==> src/rtl/weight_serializer.sv <==
// Streams the set-bit locations of one captured word as one beat per transfer,
// with first/last/empty framing and a count of fully emitted words.
module weight_serializer #(
   parameter int unsigned CNT_W = 16
) (
   input  logic             clk,
   input  logic             rst,
   input  logic             in_valid,
   output logic             in_ready,
   input  logic [3:0]       PC,
   input  logic [2:0]       L0,
   input  logic [2:0]       L1,
   input  logic [2:0]       L2,
   input  logic [2:0]       L3,
   input  logic [2:0]       L4,
   input  logic [2:0]       L5,
   input  logic [2:0]       L6,
   input  logic [2:0]       L7,
   output logic             out_valid,
   input  logic             out_ready,
   output logic [2:0]       out_loc,
   output logic [2:0]       out_idx,
   output logic             out_first,
   output logic             out_last,
   output logic             out_empty,
   output logic [CNT_W-1:0] word_cnt
);

   typedef enum logic {IDLE, EMIT} state_t;

   state_t     state, state_nx;
   logic [3:0] pc_r;
   logic [2:0] loc_buf [8];
   logic [2:0] idx;
   logic       accept;
   logic       xfer;
   logic       last_beat;

   // An empty word still produces a single marker beat, so it is always last.
   assign last_beat = (pc_r == 4'd0) || ({1'b0, idx} == (pc_r - 4'd1));
   assign xfer      = (state == EMIT) && out_ready;
   assign accept    = in_valid && in_ready;

   always_ff @(posedge clk or posedge rst) begin
      if (rst) state <= IDLE;
      else     state <= state_nx;
   end

   always_comb begin
      state_nx = state;
      case (state)
         IDLE: if (accept) state_nx = EMIT;
         EMIT: if (xfer && last_beat && !accept) state_nx = IDLE;
         default: state_nx = IDLE;
      endcase
   end

   always_comb begin
      out_valid = 1'b0;
      out_loc   = '0;
      out_idx   = '0;
      out_first = 1'b0;
      out_last  = 1'b0;
      out_empty = 1'b0;
      in_ready  = (state == IDLE);
      if (state == EMIT) begin
         out_valid = 1'b1;
         out_loc   = (pc_r == 4'd0) ? 3'd0 : loc_buf[idx];
         out_idx   = idx;
         out_first = (idx == 3'd0);
         out_last  = last_beat;
         out_empty = (pc_r == 4'd0);
         // Freeing the buffer on the final transfer lets the next word load without a bubble.
         in_ready  = out_ready && last_beat;
      end
   end

   always_ff @(posedge clk or posedge rst) begin
      if (rst) begin
         pc_r     <= '0;
         idx      <= '0;
         word_cnt <= '0;
         for (int unsigned i = 0; i < 8; i++) loc_buf[i] <= '0;
      end else begin
         if (xfer && last_beat) word_cnt <= word_cnt + 1'b1;
         if (accept) begin
            pc_r       <= (PC > 4'd8) ? 4'd8 : PC;
            idx        <= '0;
            loc_buf[0] <= L0;
            loc_buf[1] <= L1;
            loc_buf[2] <= L2;
            loc_buf[3] <= L3;
            loc_buf[4] <= L4;
            loc_buf[5] <= L5;
            loc_buf[6] <= L6;
            loc_buf[7] <= L7;
         end else if (xfer && !last_beat) begin
            idx <= idx + 3'd1;
         end
      end
   end

endmodule

==> config.mk <==
export PLATFORM = sky130hd
export DESIGN_NAME = weight_serializer
export DESIGN_NICKNAME = d
export VERILOG_FILES = /design/src/rtl/weight_serializer.sv
export SDC_FILE = /design/constraint.sdc
export NUM_CORES = 1
export LEC_CHECK = 0
export ABC_CLOCK_PERIOD_IN_PS = 3600
export BUFFER_PORTS_ARGS = -buffer_cell sky130_fd_sc_hd__buf_4
export CAP_MARGIN = 10
export CORE_ASPECT_RATIO = 0.6
export CORE_MARGIN = 5
export CORE_UTILIZATION = 25
export CTS_BUF_LIST = sky130_fd_sc_hd__clkbuf_16
export CTS_CLUSTER_DIAMETER = 120
export DETAILED_ROUTE_END_ITERATION = 12
export HOLD_SLACK_MARGIN = 0.03
export PLACE_DENSITY = 0.46
export SLEW_MARGIN = 20
export SYNTH_ARGS = -nofsm -noshare
export SYNTH_HDL_FRONTEND = slang
export SYNTH_SLANG_ARGS = --single-unit
==> constraint.sdc <==
create_clock -name clk -period 3.6 [get_ports clk]
set_clock_uncertainty 0.15 [all_clocks]
set_input_delay 0.54 -clock clk [delete_from_list [all_inputs] [get_ports clk]]
set_output_delay 0.54 -clock clk [all_outputs]
set_load 0.02 [all_outputs]
==> flow_summary.toml, run 1 <==
[timing]
layout_setup_ws_ns = 0.7046
min_period_over_period_pct = 80.43
period_minus_slack_ns = 2.895
slew-limit-headroom_pct = 44.14
rsz0062_at_grt = "false"
finalSetupViolCount = 0
worst_pin_slew_ns = 0.8370
fmax_ghz = 0.3454
setup_tns_ns = 0
hold_viol = 0
slew_violations = 0

[final_layout]
fin_nets = 281
drive_above_1_share_pct = 44.72
final_util_pct = 32.48
area_growth_pct = 28.00
final_cells = 381
diodes = 0

[setup_path]
reg2reg_from = "pc_r[0]"
r2r_end = "loc_buf[19]"
reg2regPathDepth = 8
critPathKind = "flip-flop to primary output"
worst-path-max-fanout = 7
start_kind = "flip-flop"
cpPeakStageDelay_ns = 0.53
required_ns = 2.91
arrival_ns = 2.21
ff2ff_setup_slack_ns = 0.88
crit_slowest_cell = "or3b_1"
end_kind = "primary output"
crit_chain = "inv_1 -> ha_1 -> or3b_1 -> and2_4 -> a21oi_2 -> o21a_4 -> buf_4"

[floorplan]
die_h_um = 87.15
start_util_pct = 25.37
num_rows = 28
die_w_um = 138.6
die_area_mm2 = 0.01208
core_mm2 = 0.009774
boundaryPins = 59

[clocking]
clockBufferDepth = 2
postCtsHoldBufs = 0
cts-buffers-inserted = 5
cts-root-buf = "clkbuf_16"
cts_sinks = 48
cts_setup_buffers = 0
clk_latency_ns = 0.29
cts_tree = "done"
cts.clk_slew.worst_paths_ns = 0.06
cts_resized = 0
cts_max_level = 2

[synth]
synth_warnings = 0
synthArstFlopShare_pct = 100.0
synth_seq_cells = 48
synthCells = 186
netlist-cell-type-count = 37
synth_seq_area_share_pct = 48.44
ys_top_cells_by_count = "48 x dfrtp_1, 18 x mux2_4, 14 x xnor2_1"
synth_edf_count = 0
synth_area_per_cell_um2 = 13.33
yosysTopAreaCellShare_pct = 48.44
ys_top_cells_by_area = "dfrtp_1 48%, mux2_4 11%, mux4_2 5.4%, xnor2_1 4.9%, mux2_2 4.1%"
synth_top_area_cell = "dfrtp_1"
ys.flop_type = "dfrtp_1"
synth_most_common_cell = "dfrtp_1"
syn_nets = 222
syn-cell-area_mm2 = 0.002480

[grt]
grt_pass1_vias = 1640
grt.overflow.total = 0
grt_start_max_net_pins = 49
grt_pass1_wl_um = 9163
antenna_found_initial = 0
grt_usage_pct = 9.970

[routing]
ant_nets = 0
vias = 1584
postRouteWirelength_um = 5678
first_iter_violations = 72
via_per_inst = 4.157
wl_per_cell_um = 14.90
firstDrtPassIters = 4
route.detailed.drc = 0

[pwr]
power.density_mw_per_mm2 = 867.8
leakagePower_uw = 0.001532
ir_drop_uv = 283.1

[run]
drv_cap = 0

[placement]
post-place-ws_ns = 0.8833
placed_cells = 373
hpwl_um = 4352
numPortBuffers = 58
place.gp.congestion = 0.7594

[min_path]
hold_class = "input pin to async pin"

[run_status]
status = "completed"
==> logic make-up (layout without fill, tap and decap cells) <==
| kind of cell | after synthesis | in the layout | synth area share (%) |
|---|---|---|---|
| AOI/OAI and AO/OA | 12 | 12 | 5.247 |
| xor gates and xnor gates | 18 | 18 | 6.357 |
| and+or+nand+nor | 54 | 54 | 12.41 |
| muxes | 38 | 38 | 22.45 |
| adders and majority gates | 4 | 4 | 2.018 |
| DFF | 48 | 48 | 48.44 |
| buffers and inverters | 12 | 72 | 3.077 |
==> layout by cell type (no fill, tap or decap), drive strengths merged, types with 4 or more instances in the layout <==
cell type,instances
and3,7
nand4,5
and2,7
xnor2,14
nand3,9
buf,58
xor2,4
inv,6
mux4,6
nor2,8
dfrtp,48
mux2,27
clkbuf,5
ha,4
nand2,9
mux2i,5
==> layer usage <==
metal / wire length, um / part of all wire (%) / GRT usage, % / vias up
li1: - / - / - / 785
met1: 3162 / 56 / 15.42 / 744
met2: 2075 / 37 / 12.08 / 47
met3: 362 / 6.4 / 3.840 / 8
met4: 77 / 1.4 / 3.498 / 0
met5: 0 / 0 / 0 / -
==> power breakdown <==
group	switching, uW	total (uW)	internal, uW
Clock	204	461	256
Sequential	209	952	743
Combinational	603	1340	739
==> final cells by class <==
type,instances,area [um2]
clock buffer,5,125.1
clock inverter,3,17.52
fill,995,6600
inverter,6,23.77
multi-input combinational,126,1202
sequential,48,1201
tap,135,168.9
timing repair buffer,58,435.4
==> critical path: cells and delay by family, from the launching register on <==
kind / cells / cell delay, ns
AND/OR/NAND/NOR: 2 / 0.78
flip-flops: 1 / 0.41
AO/OA/AOI/OAI: 2 / 0.30
buffers and inverters: 2 / 0.23
adder cells (fa/ha/maj): 1 / 0.19
==> sequential cells by signal (all words and copies together) (netlist names) <==
signal and flops:
idx 3, loc_buf 24, pc_r 4, state 1, word_cnt 16
==> through the flow <==
stage	total power, uW	cell area, um2	hold WS, ns
2_1_floorplan	1943	2480	0.3238
3_3_place_gp	2310	3030	0.3129
3_5_place_dp	2327	3030	0.3215
4_1_cts	2802	3173	0.3145
5_1_grt	2957	3174	0.3134
6_report	2755	3174	0.2473
==> worst max path at each step <==
stage	from	end	slack, ns
2_1_floorplan	pc_r[0]	loc_buf[10]	1.15
3_3_place_gp	pc_r[0]	loc_buf[13]	0.93
3_5_place_dp	pc_r[0]	loc_buf[19]	0.88
4_1_cts	pc_r[0]	out_last	0.69
5_1_grt	pc_r[0]	out_last	0.55
6_report	pc_r[0]	in_ready	0.70
Note: power is estimated with default switching activity, not from simulation.
==> run 2: changes to the inputs <==
--- a/config.mk
+++ b/config.mk
@@ -5,7 +5,8 @@
 export SDC_FILE = /design/constraint.sdc
 export NUM_CORES = 1
 export LEC_CHECK = 0
-export ABC_CLOCK_PERIOD_IN_PS = 3600
+export ABC_AREA = 1
+export ABC_CLOCK_PERIOD_IN_PS = 2900
 export BUFFER_PORTS_ARGS = -buffer_cell sky130_fd_sc_hd__buf_4
 export CAP_MARGIN = 10
 export CORE_ASPECT_RATIO = 0.6
==> constraint.sdc (replaced) <==
create_clock -name clk -period 2.9 [get_ports clk]
set_clock_uncertainty 0.15 [all_clocks]
set_input_delay 0.435 -clock clk [delete_from_list [all_inputs] [get_ports clk]]
set_output_delay 0.435 -clock clk [all_outputs]
set_load 0.02 [all_outputs]
==> run 2 against run 1 <==
  * Critical path depth grew 4
  * First-iteration DRC count grew 110%
  * Via count grew 52%
  * Sequential cell count is the same
  * Power grew 25%
  * Synthesized area grew 7.7%
  * Sequential power grew 21%
  * Die area grew 6.9%
==> flow_summary.toml, run 2 <==
[floorplan]
num_rows = 29
boundaryPins = 59
core_mm2 = 0.01049
die_h_um = 90.05
die_w_um = 143.4
die_area_mm2 = 0.01292
start_util_pct = 25.46

[pwr]
sequentialPowerShare_pct = 33.2
leakagePower_uw = 0.001752
power.density_mw_per_mm2 = 1015
swShare_pct = 44.19
power_frac_comb_pct = 47.7
p_clk_share_pct = 19.1
ir_drop_uv = 361.8
switching_power_uw = 1526
p_int_uw = 1927

[clocking]
cts_resized = 0
cts.clk_slew.worst_paths_ns = 0.07
cts_sinks = 48
cts_max_level = 2
clockBufferDepth = 2
cts_setup_buffers = 0
clk_latency_ns = 0.28
cts-root-buf = "clkbuf_16"
cts_tree = "done"
cts-buffers-inserted = 5

[timing]
slew-limit-headroom_pct = 60.48
min_period_over_period_pct = 85.20
slew_violations = 0
hold_ws_ns = 0.2263
finalSetupViolCount = 0
rsz0062_at_grt = "false"
hold_viol = 0
fmax_ghz = 0.4047
setup_tns_ns = 0
period_minus_slack_ns = 2.471
worst_pin_slew_ns = 0.5908

[setup_path]
worst-path-max-fanout = 5
arrival_ns = 1.89
required_ns = 2.32
ff2ff_setup_slack_ns = 0.59
start_kind = "flip-flop"
critPathKind = "flip-flop to primary output"
end_kind = "primary output"

[final_layout]
largest_reg_flops = 24
top_register = "loc_buf"
layout_common_cells = "112 x nand2_1, 63 x buf_4, 48 x dfrtp_1, 35 x nor2_1, 31 x inv_1"
area_growth_pct = 27.46
diodes = 0
top_regs = "loc_buf x24, word_cnt x16, pc_r x4"
drive_above_1_share_pct = 21.76
fin_nets = 444
final_common_cell = "nand2_1"

[placement]
numPortBuffers = 58
hpwl_um = 5554
place.gp.congestion = 0.7882

[grt]
grt.overflow.total = 0
grt_pass1_wl_um = 11930
grt_pass1_vias = 2274
grt_start_max_net_pins = 33
antenna_found_initial = 0
grt_usage_pct = 11.55

[synth]
synth_warnings = 0
syn_nets = 387
synth_top_family_by_area = "simple AND/OR/NAND/NOR gates"
synth_area_per_cell_um2 = 7.607
synthCells = 351
synthArstFlopShare_pct = 100.0
synth_top_area_cell = "dfrtp_1"
syn-cell-area_mm2 = 0.002670
synth_seq_area_share_pct = 44.99
yosysTopAreaCellShare_pct = 44.99
netlist-cell-type-count = 25
ys.flop_type = "dfrtp_1"
synthSimpleGateAreaFrac_pct = 34.40
synth-adder-area-share_pct = 1.874
yosys-mux-area-fraction_pct = 0
synth_most_common_cell = "nand2_1"
synth_edf_count = 0
ys_top_cells_by_count = "112 x nand2_1, 48 x dfrtp_1, 35 x nor2_1"
ys_top_cells_by_area = "dfrtp_1 45%, nand2_1 16%, nand3_1 5.2%, o21ai_0 5.1%, nor2_1 4.9%"
synth_xor_area_share_pct = 3.936
synth-compound-area-share_pct = 6.888
synth_seq_cells = 48

[routing]
route.detailed.drc = 0
postRouteWirelength_um = 7395
first_iter_violations = 154
ant_nets = 0
firstDrtPassIters = 4
vias = 2402
wl_per_cell_um = 13.49
via_per_inst = 4.383

[min_path]
hold_class = "input pin to flip-flop"

[run_status]
status = "completed"

[run]
drv_cap = 0
-- run 2: final cells by class --
type	instances	area, um2
fill	1137	7083
sequential	48	1201
tap	139	173.9
multi-input combinational	256	1257
clock inverter	3	38.79
clock buffer	5	125.1
timing repair buffer	64	483.0
inverter	33	123.9
-- run 2: logic make-up (layout without fill, tap and decap cells) --
| logic type | count (synthesis) | after routing |
|---|---|---|
| buffers and inverters | 47 | 105 |
| adders and majority gates | 4 | 4 |
| xor gates and xnor gates | 12 | 12 |
| and+or+nand+nor | 205 | 205 |
| AOI/OAI and AO/OA | 35 | 35 |
| DFF | 48 | 48 |
-- run 2: worst max-delay path: stages (launching register included) --
cell     delay (ns)
dfrtp_1        0.39
inv_1          0.11
ha_1           0.21
inv_1          0.05
nand2_1        0.07
nand3_1        0.07
nand2_1        0.12
nand3_2        0.12
nand2_2        0.10
nand2_2        0.05
nand2_2        0.10
buf_4          0.18
-- run 2: timing repair --
action,CTS,global route
hold endpoints to repair,12,0
setup endpoints to repair,0,0
hold buffers,1,0
-- run 2: metal layers --
metal	part of all wire [%]	GRT usage (%)
met3	5.5	3.128
met1	56	18.81
met4	0.91	3.056
met2	37	14.42
met5	0	0
-- run 2: stage by stage --
step           area (um2)  power (uW)  setup slack, ns  cells  util [%]
3_5_place_dp         3229        2826           0.5671    539     30.80
2_1_floorplan        2670        2274           0.8294    351         -
3_3_place_gp         3229        2809           0.6353    539     30.80
6_report             3403        3453           0.4293    548     32.45
4_1_cts              3403        3493           0.4177    548     32.45
5_1_grt              3403        3738           0.2493    548     32.45
-- run 2: final timing paths --
path / end / depth (start not counted) / from
setup / recovery: in_ready / 11 / pc_r[0]
hold / removal: loc_buf[13] / 3 / L3[1]
setup reg to reg: state / 13 / pc_r[0]
hold reg to reg: loc_buf[19] / 2 / loc_buf[19]
max in group asynchronous: idx[1] / 4 / rst
min in group asynchronous: word_cnt[15] / 3 / rst
-- run 2: power by group through the flow --
| stage | Clock, uW | Combinational [uW] | Sequential [uW] |
|---|---|---|---|
| floorplan | 0 | 1120 | 1160 |
| global placement | 0 | 1650 | 1160 |
| detailed placement | 0 | 1670 | 1160 |
| CTS | 673 | 1670 | 1150 |
| global route | 705 | 1850 | 1180 |
| finish | 660 | 1650 | 1150 |
==> run 3: changes to the inputs <==
--- a/config.mk
+++ b/config.mk
@@ -5,7 +5,6 @@
 export SDC_FILE = /design/constraint.sdc
 export NUM_CORES = 1
 export LEC_CHECK = 0
-export ABC_AREA = 1
 export ABC_CLOCK_PERIOD_IN_PS = 2900
 export BUFFER_PORTS_ARGS = -buffer_cell sky130_fd_sc_hd__buf_4
 export CAP_MARGIN = 10
==> run 3 against run 2 <==
  * Sequential share of layout area up 1.9 points
  * Non-clock buffer count is 1 lower
  * Routed wire length fell by 23%
  * Sequential cell count unchanged
  * Largest cell class unchanged
  * Highest routed layer unchanged
==> flow_summary.toml, run 3 (synthesized netlist as in run 1, its figures left out) <==
[run_status]
status = "completed"

[placement]
numPortBuffers = 58
post-place-ws_ns = 0.3400
placed_cells = 378
hpwl_um = 4366
place.gp.congestion = 0.7191

[final_layout]
top_regs = "loc_buf x24, word_cnt x16, pc_r x4"
fin_nets = 286
final_cells = 386
diodes = 0
layout_common_cells = "63 x buf_4, 48 x dfrtp_1, 18 x mux2_4, 14 x xnor2_1"
drive_above_1_share_pct = 45.82
top_register = "loc_buf"
final_common_cell = "buf_4"
largest_reg_flops = 24
area_growth_pct = 30.32

[timing]
setup_tns_ns = 0
slew-limit-headroom_pct = 57.23
rsz0062_at_grt = "false"
min_period_over_period_pct = 95.78
layout_setup_ws_ns = 0.1223
hold_viol = 0
fmax_ghz = 0.3600
slew_violations = 0
finalSetupViolCount = 0
worst_pin_slew_ns = 0.6415
period_minus_slack_ns = 2.778

[grt]
grt_start_max_net_pins = 49
grt_pass1_vias = 1659
grt.overflow.total = 0
grt_usage_pct = 9.940
antenna_found_initial = 0
grt_pass1_wl_um = 9349

[clocking]
cts.clk_slew.worst_paths_ns = 0.06
cts-buffers-inserted = 5
cts_tree = "done"
clk_latency_ns = 0.28
cts_sinks = 48
clockBufferDepth = 2
cts-root-buf = "clkbuf_16"
cts_resized = 0
postCtsHoldBufs = 0
cts_max_level = 2
cts_setup_buffers = 0

[setup_path]
worst-path-max-fanout = 7
arrival_ns = 2.19
critPathKind = "flip-flop to primary output"
end_kind = "primary output"
required_ns = 2.32
start_kind = "flip-flop"

[routing]
wl_per_cell_um = 14.80
firstDrtPassIters = 4
via_per_inst = 4.117
vias = 1589
postRouteWirelength_um = 5714
ant_nets = 0
route.detailed.drc = 0
first_iter_violations = 77

[min_path]
hold_class = "input pin to async pin"

[pwr]
power.density_mw_per_mm2 = 1095
ir_drop_uv = 388.1
leakagePower_uw = 0.001570

[floorplan]
start_util_pct = 25.37
num_rows = 28
boundaryPins = 59
die_w_um = 138.6
die_area_mm2 = 0.01208
core_mm2 = 0.009774
die_h_um = 87.15

[run]
drv_cap = 0
## run 3: final cells by class
type | instances | area (um2)
fill | 996 | 6543
clock buffer | 5 | 125.1
sequential | 48 | 1201
clock inverter | 3 | 38.79
multi-input combinational | 126 | 1202
inverter | 6 | 22.52
timing repair buffer | 63 | 473.0
tap | 135 | 168.9
## run 3: final timing paths
check                             start            to  slack [ns]  cells after the start
min reg2reg                word_cnt[15]  word_cnt[15]        0.33                      1
max                             pc_r[0]      out_last        0.12                      8
max reg2reg                     pc_r[0]    loc_buf[9]        0.37                      8
max in group asynchronous           rst   loc_buf[14]        2.00                      3
min in group clk                  L7[0]    loc_buf[0]        0.22                      2
min                                 rst   word_cnt[4]        0.17                      3
## run 3: metal layers
metal  up-vias  global-route usage (%)  routed length [um]
met2        40                   12.57                2162
met4         0                   1.883                  12
met3         2                   3.620                 299
met5         -                       0                   0
met1       758                   15.70                3239
li1        789                       -                   -
## run 3: metrics by stage
step	power (uW)	utilization, %	hold slack, ns	area (um2)
4_1_cts	3601	33.06	0.1957	3232
3_3_place_gp	2916	31.39	0.3129	3068
6_report	3540	33.06	0.1740	3232
3_5_place_dp	2945	31.39	0.3194	3068
2_1_floorplan	2412	-	0.3238	2480
5_1_grt	3797	33.06	0.2132	3232
## run 3: worst max-delay path, stage by stage (launching register included)
cell and delay (ns):
dfrtp_1 0.40, inv_1 0.08, ha_1 0.23, xnor2_1 0.16, or3b_1 0.40, a31o_4 0.28
nand2_1 0.10, and2_1 0.12, buf_4 0.13
## run 3: power breakdown
group,total (uW),switching (uW),internal (uW)
logic,1740,792,951
clock network,643,241,402
registers,1150,230,923
